**src/rtl/serial_frame_pkg.sv**
```systemverilog
// Shared definitions for the serial frame receiver.
//   rx_state_t  - receiver FSM states (PARITY present only when the parity
//                 option is built in)
//   *_LEVEL     - line levels for idle, start bit and stop bit
//   even_parity - even-parity bit over a vector of up to 16 bits
// Build option: SERIAL_FRAME_RX_PARITY_EN adds the PARITY state.
package serial_frame_pkg;

    localparam logic IDLE_LEVEL  = 1'b1;
    localparam logic START_LEVEL = 1'b0;
    localparam logic STOP_LEVEL  = 1'b1;

    localparam int PARITY_MAX_W = 16;

`ifdef SERIAL_FRAME_RX_PARITY_EN
    typedef enum logic [2:0] {
        IDLE,
        START,
        DATA,
        PARITY,
        STOP
    } rx_state_t;
`else
    typedef enum logic [1:0] {
        IDLE,
        START,
        DATA,
        STOP
    } rx_state_t;
`endif

    // The bit that makes the total number of ones (data + parity) even.
    function automatic logic even_parity(input logic [PARITY_MAX_W-1:0] v);
        return ^v;
    endfunction

endpackage

```
**src/rtl/rx_sync.sv**
```systemverilog
// Two-flop synchronizer for the asynchronous serial line.
// Both flops reset to the idle line level so that reset never looks like
// a start bit.
//   clk   - system clock
//   reset - synchronous, active-high reset
//   d     - raw serial line
//   q     - synchronized serial line
module rx_sync
    import serial_frame_pkg::*;
(
    input  logic clk,
    input  logic reset,
    input  logic d,
    output logic q
);

    logic meta;

    always_ff @(posedge clk) begin
        if (reset) begin
            meta <= IDLE_LEVEL;
            q    <= IDLE_LEVEL;
        end else begin
            meta <= d;
            q    <= meta;
        end
    end

endmodule

```
**src/rtl/serial_frame_rx.sv**
```systemverilog
// Serial frame receiver: start bit (0), DATA_BITS data bits LSB first,
// [even parity bit], stop bit (1); line idles high. The line is sampled at
// mid-bit by a clock-count timer and each frame is presented as a parallel
// word on a valid/ready handshake. Receiving never stalls.
// Ports:
//   clk, reset  - clock, synchronous active-high reset
//   rx          - serial line, idle high
//   out_data    - received word, stable while out_valid=1
//   out_valid   - word available
//   out_ready   - consumer accepts when out_valid & out_ready
//   frame_err   - one-cycle pulse: stop bit sampled low
//   overrun     - one-cycle pulse: unaccepted word overwritten
//   busy        - receiver not idle
//   parity_err  - (parity build only) one-cycle pulse: parity mismatch
// Build option: define SERIAL_FRAME_RX_PARITY_EN to add the parity bit.
module serial_frame_rx
    import serial_frame_pkg::*;
#(
    parameter int DATA_BITS    = 8,
    parameter int CLKS_PER_BIT = 4
) (
    input  logic                 clk,
    input  logic                 reset,
    input  logic                 rx,
    output logic [DATA_BITS-1:0] out_data,
    output logic                 out_valid,
    input  logic                 out_ready,
    output logic                 frame_err,
    output logic                 overrun,
    output logic                 busy
`ifdef SERIAL_FRAME_RX_PARITY_EN
    ,
    output logic                 parity_err
`endif
);

    localparam int TW = $clog2(CLKS_PER_BIT);
    localparam int IW = (DATA_BITS > 1) ? $clog2(DATA_BITS) : 1;

    // Half a bit lands the first sample in the middle of the start bit;
    // every later sample is one full bit further on.
    localparam logic [TW-1:0] HALF_RELOAD = TW'(CLKS_PER_BIT / 2 - 1);
    localparam logic [TW-1:0] BIT_RELOAD  = TW'(CLKS_PER_BIT - 1);
    localparam logic [IW-1:0] LAST_IDX    = IW'(DATA_BITS - 1);

    logic                 rx_s;
    rx_state_t            state;
    logic [TW-1:0]        timer;
    logic [IW-1:0]        bit_idx;
    logic [DATA_BITS-1:0] shreg;
`ifdef SERIAL_FRAME_RX_PARITY_EN
    logic                 par_bit;
`endif

    rx_sync u_sync (
        .clk   (clk),
        .reset (reset),
        .d     (rx),
        .q     (rx_s)
    );

    // The assembly register carries data only, so it is left out of reset.
    always_ff @(posedge clk) begin
        if (reset) begin
            state     <= IDLE;
            timer     <= '0;
            bit_idx   <= '0;
            out_data  <= '0;
            out_valid <= 1'b0;
            frame_err <= 1'b0;
            overrun   <= 1'b0;
            busy      <= 1'b0;
`ifdef SERIAL_FRAME_RX_PARITY_EN
            parity_err <= 1'b0;
`endif
        end else begin
            frame_err <= 1'b0;
            overrun   <= 1'b0;
`ifdef SERIAL_FRAME_RX_PARITY_EN
            parity_err <= 1'b0;
`endif
            // Consumer handshake; a word delivered in this same cycle
            // below takes precedence over the clear.
            if (out_valid && out_ready) begin
                out_valid <= 1'b0;
            end

            case (state)
                IDLE: begin
                    if (rx_s == START_LEVEL) begin
                        state <= START;
                        timer <= HALF_RELOAD;
                        busy  <= 1'b1;
                    end
                end

                START: begin
                    if (timer != '0) begin
                        timer <= timer - TW'(1);
                    end else if (rx_s == START_LEVEL) begin
                        state   <= DATA;
                        timer   <= BIT_RELOAD;
                        bit_idx <= '0;
                    end else begin
                        // Line went back high before mid-start: a glitch.
                        state <= IDLE;
                        busy  <= 1'b0;
                    end
                end

                DATA: begin
                    if (timer != '0) begin
                        timer <= timer - TW'(1);
                    end else begin
                        shreg[bit_idx] <= rx_s;
                        timer          <= BIT_RELOAD;
                        if (bit_idx == LAST_IDX) begin
`ifdef SERIAL_FRAME_RX_PARITY_EN
                            state <= PARITY;
`else
                            state <= STOP;
`endif
                        end else begin
                            bit_idx <= bit_idx + IW'(1);
                        end
                    end
                end

`ifdef SERIAL_FRAME_RX_PARITY_EN
                PARITY: begin
                    if (timer != '0) begin
                        timer <= timer - TW'(1);
                    end else begin
                        par_bit <= rx_s;
                        timer   <= BIT_RELOAD;
                        state   <= STOP;
                    end
                end
`endif

                STOP: begin
                    if (timer != '0) begin
                        timer <= timer - TW'(1);
                    end else begin
                        // Back to IDLE at mid-stop so a start bit right
                        // after the stop bit is still caught.
                        state <= IDLE;
                        busy  <= 1'b0;
`ifdef SERIAL_FRAME_RX_PARITY_EN
                        if (par_bit != even_parity(PARITY_MAX_W'(shreg))) begin
                            parity_err <= 1'b1;
                        end else
`endif
                        if (rx_s == STOP_LEVEL) begin
                            out_data  <= shreg;
                            out_valid <= 1'b1;
                            overrun   <= out_valid & ~out_ready;
                        end else begin
                            frame_err <= 1'b1;
                        end
                    end
                end

                default: begin
                    state <= IDLE;
                    busy  <= 1'b0;
                end
            endcase
        end
    end

endmodule

```
**config.mk**
```make
export PLATFORM = sky130hd
export DESIGN_NAME = serial_frame_rx
export DESIGN_NICKNAME = d
export VERILOG_FILES = /design/src/rtl/serial_frame_pkg.sv /design/src/rtl/rx_sync.sv /design/src/rtl/serial_frame_rx.sv
export SDC_FILE = /design/constraint.sdc
export NUM_CORES = 1
export LEC_CHECK = 0
export CAP_MARGIN = 10
export CELL_PAD_IN_SITES_DETAIL_PLACEMENT = 0
export CELL_PAD_IN_SITES_GLOBAL_PLACEMENT = 1
export CORE_ASPECT_RATIO = 1.75
export CORE_MARGIN = 5
export CORE_UTILIZATION = 34
export DETAILED_ROUTE_END_ITERATION = 8
export HOLD_SLACK_MARGIN = 0.12
export PLACE_DENSITY_LB_ADDON = 0.2
export SLEW_MARGIN = 40
export SYNTH_ARGS = -nofsm -noshare
export SYNTH_HDL_FRONTEND = slang
export SYNTH_SLANG_ARGS = --single-unit
```
**constraint.sdc**
```tcl
create_clock -name clk -period 1.62 [get_ports clk]
set_input_delay 0.486 -clock clk [delete_from_list [all_inputs] [get_ports clk]]
set_output_delay 0.486 -clock clk [all_outputs]
set_load 0.01 [all_outputs]
```
**After elaboration in Yosys (flattened, before gate mapping)**

Cells that the tools add are included.

- Register bits after elaboration: 29
- Bits of input ports: 4
- Output and inout bits: 12

- Reductions and logical operators: 14
- Bitwise gates (word level): 6
- Magnitude comparators: 2
- Add/sub/neg operators: 2
- Equal/unequal tests: 14
- Mux-type cells: 30

Operators by type and width:

| operator | number |
|---|---|
| two-way mux 2 bit | 10 |
| inequality test 2 bit, second input constant | 8 |
| case mux 2 bit (4 select lines) | 2 |
| AND reduction 5 bit | 3 |
| two-way mux 3 bit | 4 |
| two-way mux 1 bit | 10 |
| AND reduction 3 bit | 3 |
| bitwise mux 8 bit | 1 |
| case mux 3 bit (2 select lines) | 1 |
| NOT 1 bit | 5 |
| equality test 2 bit, second input constant | 2 |
| < comparator 3 x 4 -> 1 bit, second input constant | 1 |
| nonzero test 2 bit | 2 |
| OR reduction 4 bit | 1 |
| adder 3 x 1 -> 3 bit, second input constant | 1 |
| demux 1 bit (select 3 bit) | 1 |
| equality test 3 bit, second input constant | 1 |
| greater-or-equal comparator 3 x 1 -> 1 bit, second input constant | 1 |
| inequality test 3 bit, second input constant | 1 |
| case mux 1 bit (3 select lines) | 1 |
| nonzero test 3 bit | 1 |
| OR reduction 3 bit | 1 |
| equality test 2 x 1 -> 1 bit, second input constant | 1 |
| logical AND 1 bit | 2 |
| other kinds (4) | 4 |

**Logic depth before layout (Yosys ltp)**

Gate-level depths: netlist (run 1).

- Word-level depth: 5
- Gate-level depth with buffers: 7

**Cells and area by module**

A second synthesis (run 1) with hierarchy kept.

- Cells, all modules: 138
- Area total of the unflattened synthesis: 1307.5 um^2

By module, submodules not included:

| module | times used | area an instance (um^2) | cells an instance | sequential area each (um^2) |
|---|---|---|---|---|
| serial_frame_rx | 1 | 1255.0 | 134 | 620.6 |
| rx_sync | 1 | 52.6 | 4 | 40.0 |

**Worst setup path before layout (run 1)**

No wires, ideal clock.

- Path type: register to register
- Start: register state[0]
- End: register bit_idx[0]
- Library setup time: 0.070 ns
- Arrival time: 1.558 ns
- Path buffers: 1
- Required time: 1.550 ns
- Setup slack: -0.008 ns
- Period minus slack after synthesis: 1.628 ns
- Cell stages (with the launch flop): 8
- Path through: dfxtp_1 -> inv_1 -> ha_1 -> buf_2 -> inv_1 -> o22ai_2 -> or4b_1 -> a21oi_1

- Word-level cells in the longest chain between the ends: 3
- Elaborated cells between the ends (all ways): 9

Ends and longest elaborated chain:

| what | RTL line | text |
|---|---|---|
| from (decl) | serial_frame_rx.sv:47 | `rx_state_t state;` |
| from (signal assigned) | serial_frame_rx.sv:65 | `state <= IDLE;` |
| from (signal assigned) | serial_frame_rx.sv:91 | `state <= START;` |
| from (signal assigned) | serial_frame_rx.sv:101 | `state <= DATA;` |
| equality test 2 x 1 -> 1 bit / equality test 2 bit (equally long branches) | serial_frame_rx.sv:88 | `case (state)` |
| inequality test 2 bit (no source line) / nonzero test 2 bit (equally long branches) | - |  |
| AND reduction 5 bit (no source line) | - |  |
| to (signal assigned) | serial_frame_rx.sv:124 | `bit_idx <= bit_idx + IW'(1);` |
| to (decl) | serial_frame_rx.sv:49 | `logic [IW-1:0] bit_idx;` |

Parallel ways exist; a longest one is shown, timed or not.
A chain may end at the register's enable or synchronous reset.

**Worst setup path in the final report (run 1)**

- Start: register bit_idx[0]
- End: register bit_idx[0]

- Word-level cells in the longest chain between the ends: 4
- Elaborated cells between the ends (all ways): 7

Ends and longest elaborated chain:

| what | RTL line | text |
|---|---|---|
| adder 3 x 1 -> 3 bit | serial_frame_rx.sv:124 |  |
| two-way mux 3 bit | serial_frame_rx.sv:117 | `if (bit_idx == LAST_IDX) begin` |
| two-way mux 3 bit | serial_frame_rx.sv:112 | `if (timer != '0) begin` |
| case mux 3 bit (2 select lines) | serial_frame_rx.sv:88 |  |

Parallel ways exist; a longest one is shown, timed or not. The select of a mux whose other input is x is not followed.

==> results.cfg, run 1 <==
[timing]
period_needed_ns = 1.60
max_freq_ghz = 0.625
finalSetupViolations = 0
maxSlewHeadroom_pct = 79.5
fin_worst_skew_ns = 0.00425
post-route-period-util_pct = 98.8
slew_violations = 0
finalHoldViolations = 0
tightest_slew_ns = 0.304
rsz0062_at_grt = yes

[critical_path]
cp-startpoint = bit_idx[0]
arrival_ns = 1.81
crit_required_ns = 1.83
start_kind = flip-flop
critPathCaptureType = flip-flop
crit_type = flip-flop to flip-flop
critPathMaxFanout = 2
r2r-start = bit_idx[0]

[die]
die_w_um = 57.2
die_y_um = 92.6
coreArea_um2 = 3830
dieArea_um2 = 5300
ios = 16
start_util_pct = 34.6
rows = 30

[hold_path]
worstHoldPathType = flip-flop to flip-flop
holdCritStartpoint = u_sync.meta

[grt]
busiest_layer = met2
grt_max_degree = 21
grt_pass1_vias = 1082
antenna_found_initial = 0
use_met3_pct = 3.91
grt_overflow = 0
use_met1_pct = 9.94
grt_usage_pct = 11.3
grt_pass1_wl_um = 4540
met2_usage_pct = 21.2

[cts]
ctsLongestPathBuffers = 2
cts_made_buffers = 5
postCtsSetupBuffers = 0
cts_sinks = 29
clkTransAtPathRegs_ns = 0.07
htree_levels = 2
insertion_delay_ns = 0.28
cts_tree = yes
cts-root-buf = clkbuf_8

[synth]
synth_async_sr_flop_share_pct = 0
synth_edf_count = 8
yosysTopAreaCell = dfxtp_1
yosysMostFrequentCell = nor2_1
ys_ff_latch = 29
synth-main-ff-cell = dfxtp_1
syn_inst = 133
ys_types = 33
netlist_top_cells_count = nor2_1 (22), dfxtp_1 (21), ha_1 (10), mux2i_1 (9), edfxtp_1 (8)
seq_area_frac_synth_pct = 49.8
synth_area_um2 = 1330
yosysTopAreaCellShare_pct = 31.7
syn_nets = 147
synth_area_leaders = dfxtp_1 (32%), edfxtp_1 (18%), ha_1 (9.4%), mux2i_1 (6.8%), nor2_1 (6.2%)
ys_warn_count = 0
postSynthAreaPerCell_um2 = 9.97

[cells_and_area]
syn_to_final_growth_pct = 32.2
nNetsFinal = 178
drive_gt1_share_pct = 25.5
fin_area_um2 = 1750
n_antenna_cell = 0
final_core_util_pct = 45.8

[run]
max_cap_viol_count = 0

[pwr]
p_leak_nw = 0.783
peakVddDrop_mv = 0.641
p_per_area_nw_per_um2 = 922

[detailed_routing]
drtIter0Drc = 16
post_drt_wl_per_cell_um = 12.8
wirelength_um = 2720
detail-route-antenna-nets = 0
dr.pass1.iters = 4
drc = 0
vias = 1022
vias_per_cell = 4.80

[outcome]
outcome = completed

[place]
gp_congestion = 0.752
dp_hpwl_um = 2030
portBuffers = 15
dpl_cell_area_um2 = 1620
[state kept, by name, summed over array words and instances, names as in the netlist, 2 cells and up, named ones only]
register  count
bit_idx       3
out_data      8
shreg         8
timer         2
[critical path: stages, from the launching register on]
cell and delay (ns):
dfxtp_2 0.34, ha_4 0.16, ha_4 0.15, and2b_1 0.21, o22ai_2 0.08, or4b_1 0.46, a21oi_1 0.13
[worst paths after layout]
kind / end / slack, ns / cells after the start
worst max-delay path: bit_idx[0] / 0.02 / 6
worst min-delay path: u_sync.q / 0.41 / 1
worst max register to register: bit_idx[0] / 0.02 / 6
worst min register to register: u_sync.q / 0.41 / 1
[report_power, final]
part	internal, mW	switching (mW)
Combinational	0.131	0.134
Sequential	0.764	0.0144
Clock	0.295	0.277
[routing by layer]
metal,vias to the layer above,part of all wire [%]
met5,-,0
met4,0,2.4
met3,6,4.4
met2,16,55
met1,482,38
li1,518,-
[kinds of logic after synthesis]
group	Yosys count	synth area share (%)
flip-flops	29	49.8
multiplexers	9	6.79
AND/OR/NAND/NOR	52	19.8
buffers and inverters	12	3.87
adder cells (fa/ha/maj)	10	9.43
AO/OA/AOI/OAI	21	10.3
[final cells by class]
cell class / instances / area, µm²
well taps: 48 / 60.1
fillers: 397 / 2080
clock inverters: 3 / 17.5
flip-flops and latches: 29 / 668
repair buffers: 29 / 248
multi-input cells: 92 / 664
inverters: 7 / 26.3
clock buffers: 5 / 68.8
[timing repair]
action,CTS,global route
hold buffers,0,0
gates resized for setup,12,16
endpoints found under the setup margin,13,15
cloned,0,0
[metrics by stage]
step | setup slack [ns] | hold slack [ns] | total power [mW] | setup TNS (ns) | cells
2_1_floorplan | 0.0123 | 0.389 | 0.949 | 0 | 133
3_3_place_gp | -0.169 | 0.397 | 1.05 | -1.04 | 205
4_1_cts | -0.0284 | 0.414 | 1.63 | -0.0284 | 213
5_1_grt | -0.0325 | 0.454 | 1.71 | -0.0325 | 213
6_report | 0.0193 | 0.412 | 1.62 | 0 | 213
3_5_place_dp | -0.195 | 0.402 | 1.06 | -1.23 | 205
[layout by cell type, fill, tap and decap left out, types with 3 or more instances in the layout]
| cell type | instances |
|---|---|
| clkbuf_8 | 5 |
| dfxtp_1 | 15 |
| nand3_1 | 6 |
| nor2_1 | 22 |
| o21ai_0 | 6 |
| clkdlybuf4s50_1 | 3 |
| ha_1 | 5 |
| a21oi_1 | 7 |
| buf_4 | 13 |
| nand2b_1 | 5 |
| mux2i_1 | 9 |
| dlygate4sd2_1 | 11 |
| ha_2 | 3 |
| inv_1 | 7 |
| edfxtp_1 | 8 |
| dfxtp_2 | 6 |
| nand2_1 | 5 |
Power figures use the tool's default switching activity.
==> run 2, diff against run 1 <==
- HOLD_SLACK_MARGIN: 0.12 -> 0.02
==> results of run 2 <==
No change in the layout: final DEF, timing and power equal those of run 1.
==> patch 1 (flow settings as in run 1) <==
The parameter `CLKS_PER_BIT` goes from 4 to 8.
--- a/src/rtl/serial_frame_rx.sv
+++ b/src/rtl/serial_frame_rx.sv
@@ -17,7 +17,7 @@
     import serial_frame_pkg::*;
 #(
     parameter int DATA_BITS    = 8,
-    parameter int CLKS_PER_BIT = 4
+    parameter int CLKS_PER_BIT = 8
 ) (
     input  logic                 clk,
     input  logic                 reset,
Check against the original RTL: not equivalent (a bounded check fails within 10 cycles, from zero or initial values and one cycle with reset high).
==> patch 1 against run 1 <==
- clock power barely moved
- wire length rose by 7.3%
- total power rose by 14%
- sequential cell count rose by 1
- combinational power rose by 62%
- sequential share of layout area fell by 1.6 points
- count of clock-buffer cells in the layout rose by 1
- final area rose by 7.2%
- area after synthesis rose by 3.9%
- worst setup slack improved by 0.041 ns
- largest cell class is now multi-input combinational cells
==> patch 1: results (changes against run 1) <==
| Metric | Value |
|---|---|
| Status | complete, no violations (unchanged) |
| Worst r2r path cells | 7 (was 6) |
| Int Pwr | 1321 µW (was 1190 µW) |
| Clk_skew | 0.004154 ns (was 0.004254 ns) |
| Number of global-route vias before repair | 1129 (was 1082) |
| Synth area leaders | dfxtp_1 32%, edfxtp_1 17%, ha_1 9.1% (was dfxtp_1 32%, edfxtp_1 18%, ha_1 9.4%) |
| Vias/cell | 4.823 (was 4.798) |
| Top Registers | out_data (8), shreg (8) (was out_data (8), shreg (8), bit_idx (3)) |
| Routability cong. | 0.7941 (was 0.7520) |
| Synth unique cells | 34 (was 33) |
| Layout cell share with drive strength beyond 1 | 28.42% (was 25.45%) |
| Sequential share of power | 45.5% (was 48.2%) |
| Adder-cell share of the synthesized area | 9.083% (was 9.434%) |
| DRT iter0 DRCs | 19 (was 16) |
| Layout Nets | 196 (was 178) |
| Place WS | -0.2375 ns (was -0.1953 ns) |
| Prevailing post-synth register cell | dfxtp_1 (unchanged) |
| Post-Synthesis Net Count | 159 (was 147) |
| Max Fclk | 641.0 MHz (was 624.7 MHz) |
| Clock network power | 571 µW (was 573 µW) |
| GRT Util Overall | 11.55% (was 11.27%) |
| First-pass GRT wire length | 4836 µm (was 4540 µm) |
| Fillcell total | 411 (was 397) |
| Crit Path Max Fanout | 4 (was 2) |
| Post-DP HPWL | 2110 µm (was 2033 µm) |
| Post-synth top cells | 28 x nand2_1, 22 x dfxtp_1, 15 x a21oi_1 (was 22 x nor2_1, 21 x dfxtp_1, 10 x ha_1) |
| Drt wl/cell | 12.61 µm (was 12.75 µm) |
| Largest net degree at the start of global routing | 23 (was 21) |
| Peak supply drop | 0.7918 mV (was 0.6411 mV) |
| WP data arrival | 1.77 ns (was 1.81 ns) |
| Compound-gate portion of the synthesized area | 14.35% (was 10.28%) |
| Slew @ Worst Pin | 0.4009 ns (was 0.3038 ns) |
| Sequential power | 837 µW (was 778 µW) |
| Mux cell area share after synthesis | 0.7266% (was 6.792%) |
-- patch 1: cell count changes after synthesis, moves of 2 or more --
cell      delta
nand2_1     +23
nor2_1       -9
a21oi_1      +8
mux2i_1      -8
nand3_1      -6
o21ai_0      -5
nor3_1       +4
inv_1        -3
nand2b_1     +2
or2_2        +2
-- patch 1: layer usage --
| metal | GRT usage [%] | vias to the layer above | wire length [µm] |
|---|---|---|---|
| met2 | 21.42 | 18 | 1616 |
| met1 | 10.43 | 520 | 1098 |
| met4 | 8.124 | 0 | 106 |
| met3 | 2.889 | 10 | 92 |
| li1 | - | 566 | - |
| met5 | 0 | - | 0 |
-- patch 1: per-stage QoR --
step / hold WS, ns / std cells / util (%) / area (µm²)
floorplan: 0.3895 / 145 / - / 1378
global placement: 0.4089 / 222 / 43.78 / 1709
detailed placement: 0.4050 / 222 / 43.78 / 1709
CTS: 0.4237 / 231 / 46.35 / 1809
global route: 0.4305 / 231 / 48.14 / 1879
finish: 0.4220 / 231 / 48.14 / 1879
-- patch 1: cell type report --
type / count / area (µm²) / share of cell area (%)
inverters: 4 / 17.52 / 0.9321
repair buffers: 36 / 300.3 / 15.98
multi-input cells: 105 / 733.2 / 39.01
well taps: 48 / 60.06 / 3.196
flip-flops and latches: 30 / 685.7 / 36.48
clock inverters: 2 / 10.01 / 0.5326
clock buffers: 6 / 72.57 / 3.862
-- patch 1: worst max-delay path, stage by stage (launching register included) --
cell	delay, ns
dfxtp_2	0.34
buf_4	0.13
buf_4	0.12
ha_4	0.11
and2b_2	0.16
o211ai_4	0.10
or3b_1	0.39
a21oi_2	0.15
-- patch 1: what timing repair did --
action / CTS / global route
setup endpoints to repair: 22 / 11
gates resized for setup: 18 / 15
hold buffers: 0 / 0
pin swaps: 1 / 5
setup buffers: 1 / 0
==> patch 2 (config.mk and constraints of run 1) <==
Without the edit above. Register the output `overrun` once more, cleared by the reset; this adds one clock of latency there. The other outputs are not delayed to match. Comments in the files are not updated.
--- a/src/rtl/serial_frame_rx.sv
+++ b/src/rtl/serial_frame_rx.sv
@@ -43,6 +43,8 @@
     localparam logic [TW-1:0] BIT_RELOAD  = TW'(CLKS_PER_BIT - 1);
     localparam logic [IW-1:0] LAST_IDX    = IW'(DATA_BITS - 1);
 
+    logic overrun_s0;
+
     logic                 rx_s;
     rx_state_t            state;
     logic [TW-1:0]        timer;
@@ -68,14 +70,14 @@
             out_data  <= '0;
             out_valid <= 1'b0;
             frame_err <= 1'b0;
-            overrun   <= 1'b0;
+            overrun_s0 <= 1'b0;
             busy      <= 1'b0;
 `ifdef SERIAL_FRAME_RX_PARITY_EN
             parity_err <= 1'b0;
 `endif
         end else begin
             frame_err <= 1'b0;
-            overrun   <= 1'b0;
+            overrun_s0 <= 1'b0;
 `ifdef SERIAL_FRAME_RX_PARITY_EN
             parity_err <= 1'b0;
 `endif
@@ -154,7 +156,7 @@
                         if (rx_s == STOP_LEVEL) begin
                             out_data  <= shreg;
                             out_valid <= 1'b1;
-                            overrun   <= out_valid & ~out_ready;
+                            overrun_s0 <= out_valid & ~out_ready;
                         end else begin
                             frame_err <= 1'b1;
                         end
@@ -169,5 +171,13 @@
         end
     end
 
+    always_ff @(posedge clk) begin
+        if (reset) begin
+            overrun <= '0;
+        end else begin
+            overrun <= overrun_s0;
+        end
+    end
+
 endmodule
 
Function: same outputs for any inputs over 10 cycles, from zero or initial values and one cycle with reset high; that may be too few to reach the edited logic, so the function may still have changed.
==> patch 2 against run 1 <==
- total power up 22%
- wire length down 1.3%
- clock skew about the same
- final area up 4.5%
- worst setup slack better by 0.0050 ns
- hold slack about the same
- count of clock-buffer cells in the layout unchanged
- combinational power up 6%
- sequential cell count up 1
- global-route usage down 0.52 points
- area after synthesis up 2.8%
==> patch 2: results (changes against run 1) <==
| Metric | Value |
|---|---|
| Status | complete, no violations (unchanged) |
| Buffers, non-clock | 31 (was 29) |
| Vias/cell | 4.926 (was 4.798) |
| Relative slew slack | 74.69% (was 79.54%) |
| Register area | 683.2 µm² (was 668.1 µm²) |
| Routability cong. | 0.7995 (was 0.7520) |
| Leak pwr | 0.0008002 µW (was 0.0007831 µW) |
| Clk_skew | 0.004276 ns (was 0.004254 ns) |
| DRT Wirelength | 2681 µm (was 2716 µm) |
| Met3 GRT Util | 2.476% (was 3.905%) |
| Largest net degree at the start of global routing | 24 (was 21) |
| GR Util met2 | 20.00% (was 21.18%) |
| Crit Path Max Fanout | 1 (was 2) |
| CP max stage delay | 0.53 ns (was 0.46 ns) |
| Fraction of area in multi-input gates | 36.34% (was 37.90%) |
| Die area | 5428 µm² (was 5299 µm²) |
| Number of global-route vias before repair | 1050 (was 1082) |
| DRT iter0 DRCs | 9 (was 16) |
| Seq/Total Area, Yosys | 49.91% (was 49.81%) |
| GRT Util Overall | 10.76% (was 11.27%) |
| Met1 WL | 1087 µm (was 1040 µm) |
| Clock Power Share | 45.1% (was 35.5%) |
| Placed Instance Area | 1637 µm² (was 1619 µm²) |
| Sequential share of power | 40.6% (was 48.2%) |
| GR Layer Usage met1 | 10.30% (was 9.939%) |
| Synth area leaders | dfxtp_1 32%, edfxtp_1 18%, ha_1 9.2% (was dfxtp_1 32%, edfxtp_1 18%, ha_1 9.4%) |
| #MultiIn Comb | 91 (was 92) |
| Non-clock buffer share of cell area | 14.21% (was 14.13%) |
| Slowest CP cell | clkdlybuf4s50_1 (was or4b_1) |
| Fillcell total | 377 (was 397) |
| Detail Route met2 WL | 1436 µm (was 1490 µm) |
| Cell family with most CP delay | buffers and inverters (was simple AND/OR/NAND/NOR gates) |
| Peak supply drop | 0.5679 mV (was 0.6411 mV) |
| Sw Pwr | 429.7 µW (was 426.1 µW) |
| Cell count after synthesis | 134 (was 133) |
[patch 2: worst reg2reg max path, delay by kind of cell, from the launching register on]
kind	cells	cell delay, ns
AOI/OAI and AO/OA	2	0.20
adders and majority gates	2	0.31
and+or+nand+nor	2	0.67
DFF	1	0.34
[patch 2: cells by family after synthesis]
family / Yosys count / synth area share, %
mux: 9 / 6.606
compound gates: 21 / 10.18
fa+ha+maj: 10 / 9.174
simple gates: 51 / 18.81
buf+inv: 13 / 5.320
flops: 30 / 49.91
[patch 2: final timing paths]
path                     from          to  slack, ns
hold reg to reg   u_sync.meta    u_sync.q       0.41
hold / removal    u_sync.meta    u_sync.q       0.41
setup reg to reg   bit_idx[0]  bit_idx[0]       0.04
setup / recovery      overrun     overrun       0.02
[patch 2: what timing repair did]
item | in CTS | in global routing
hold buffers | 0 | 0
setup endpoints to repair | 12 | 12
pin swaps | 4 | 2
setup buffers | 2 | 0
gates resized for setup | 17 | 11
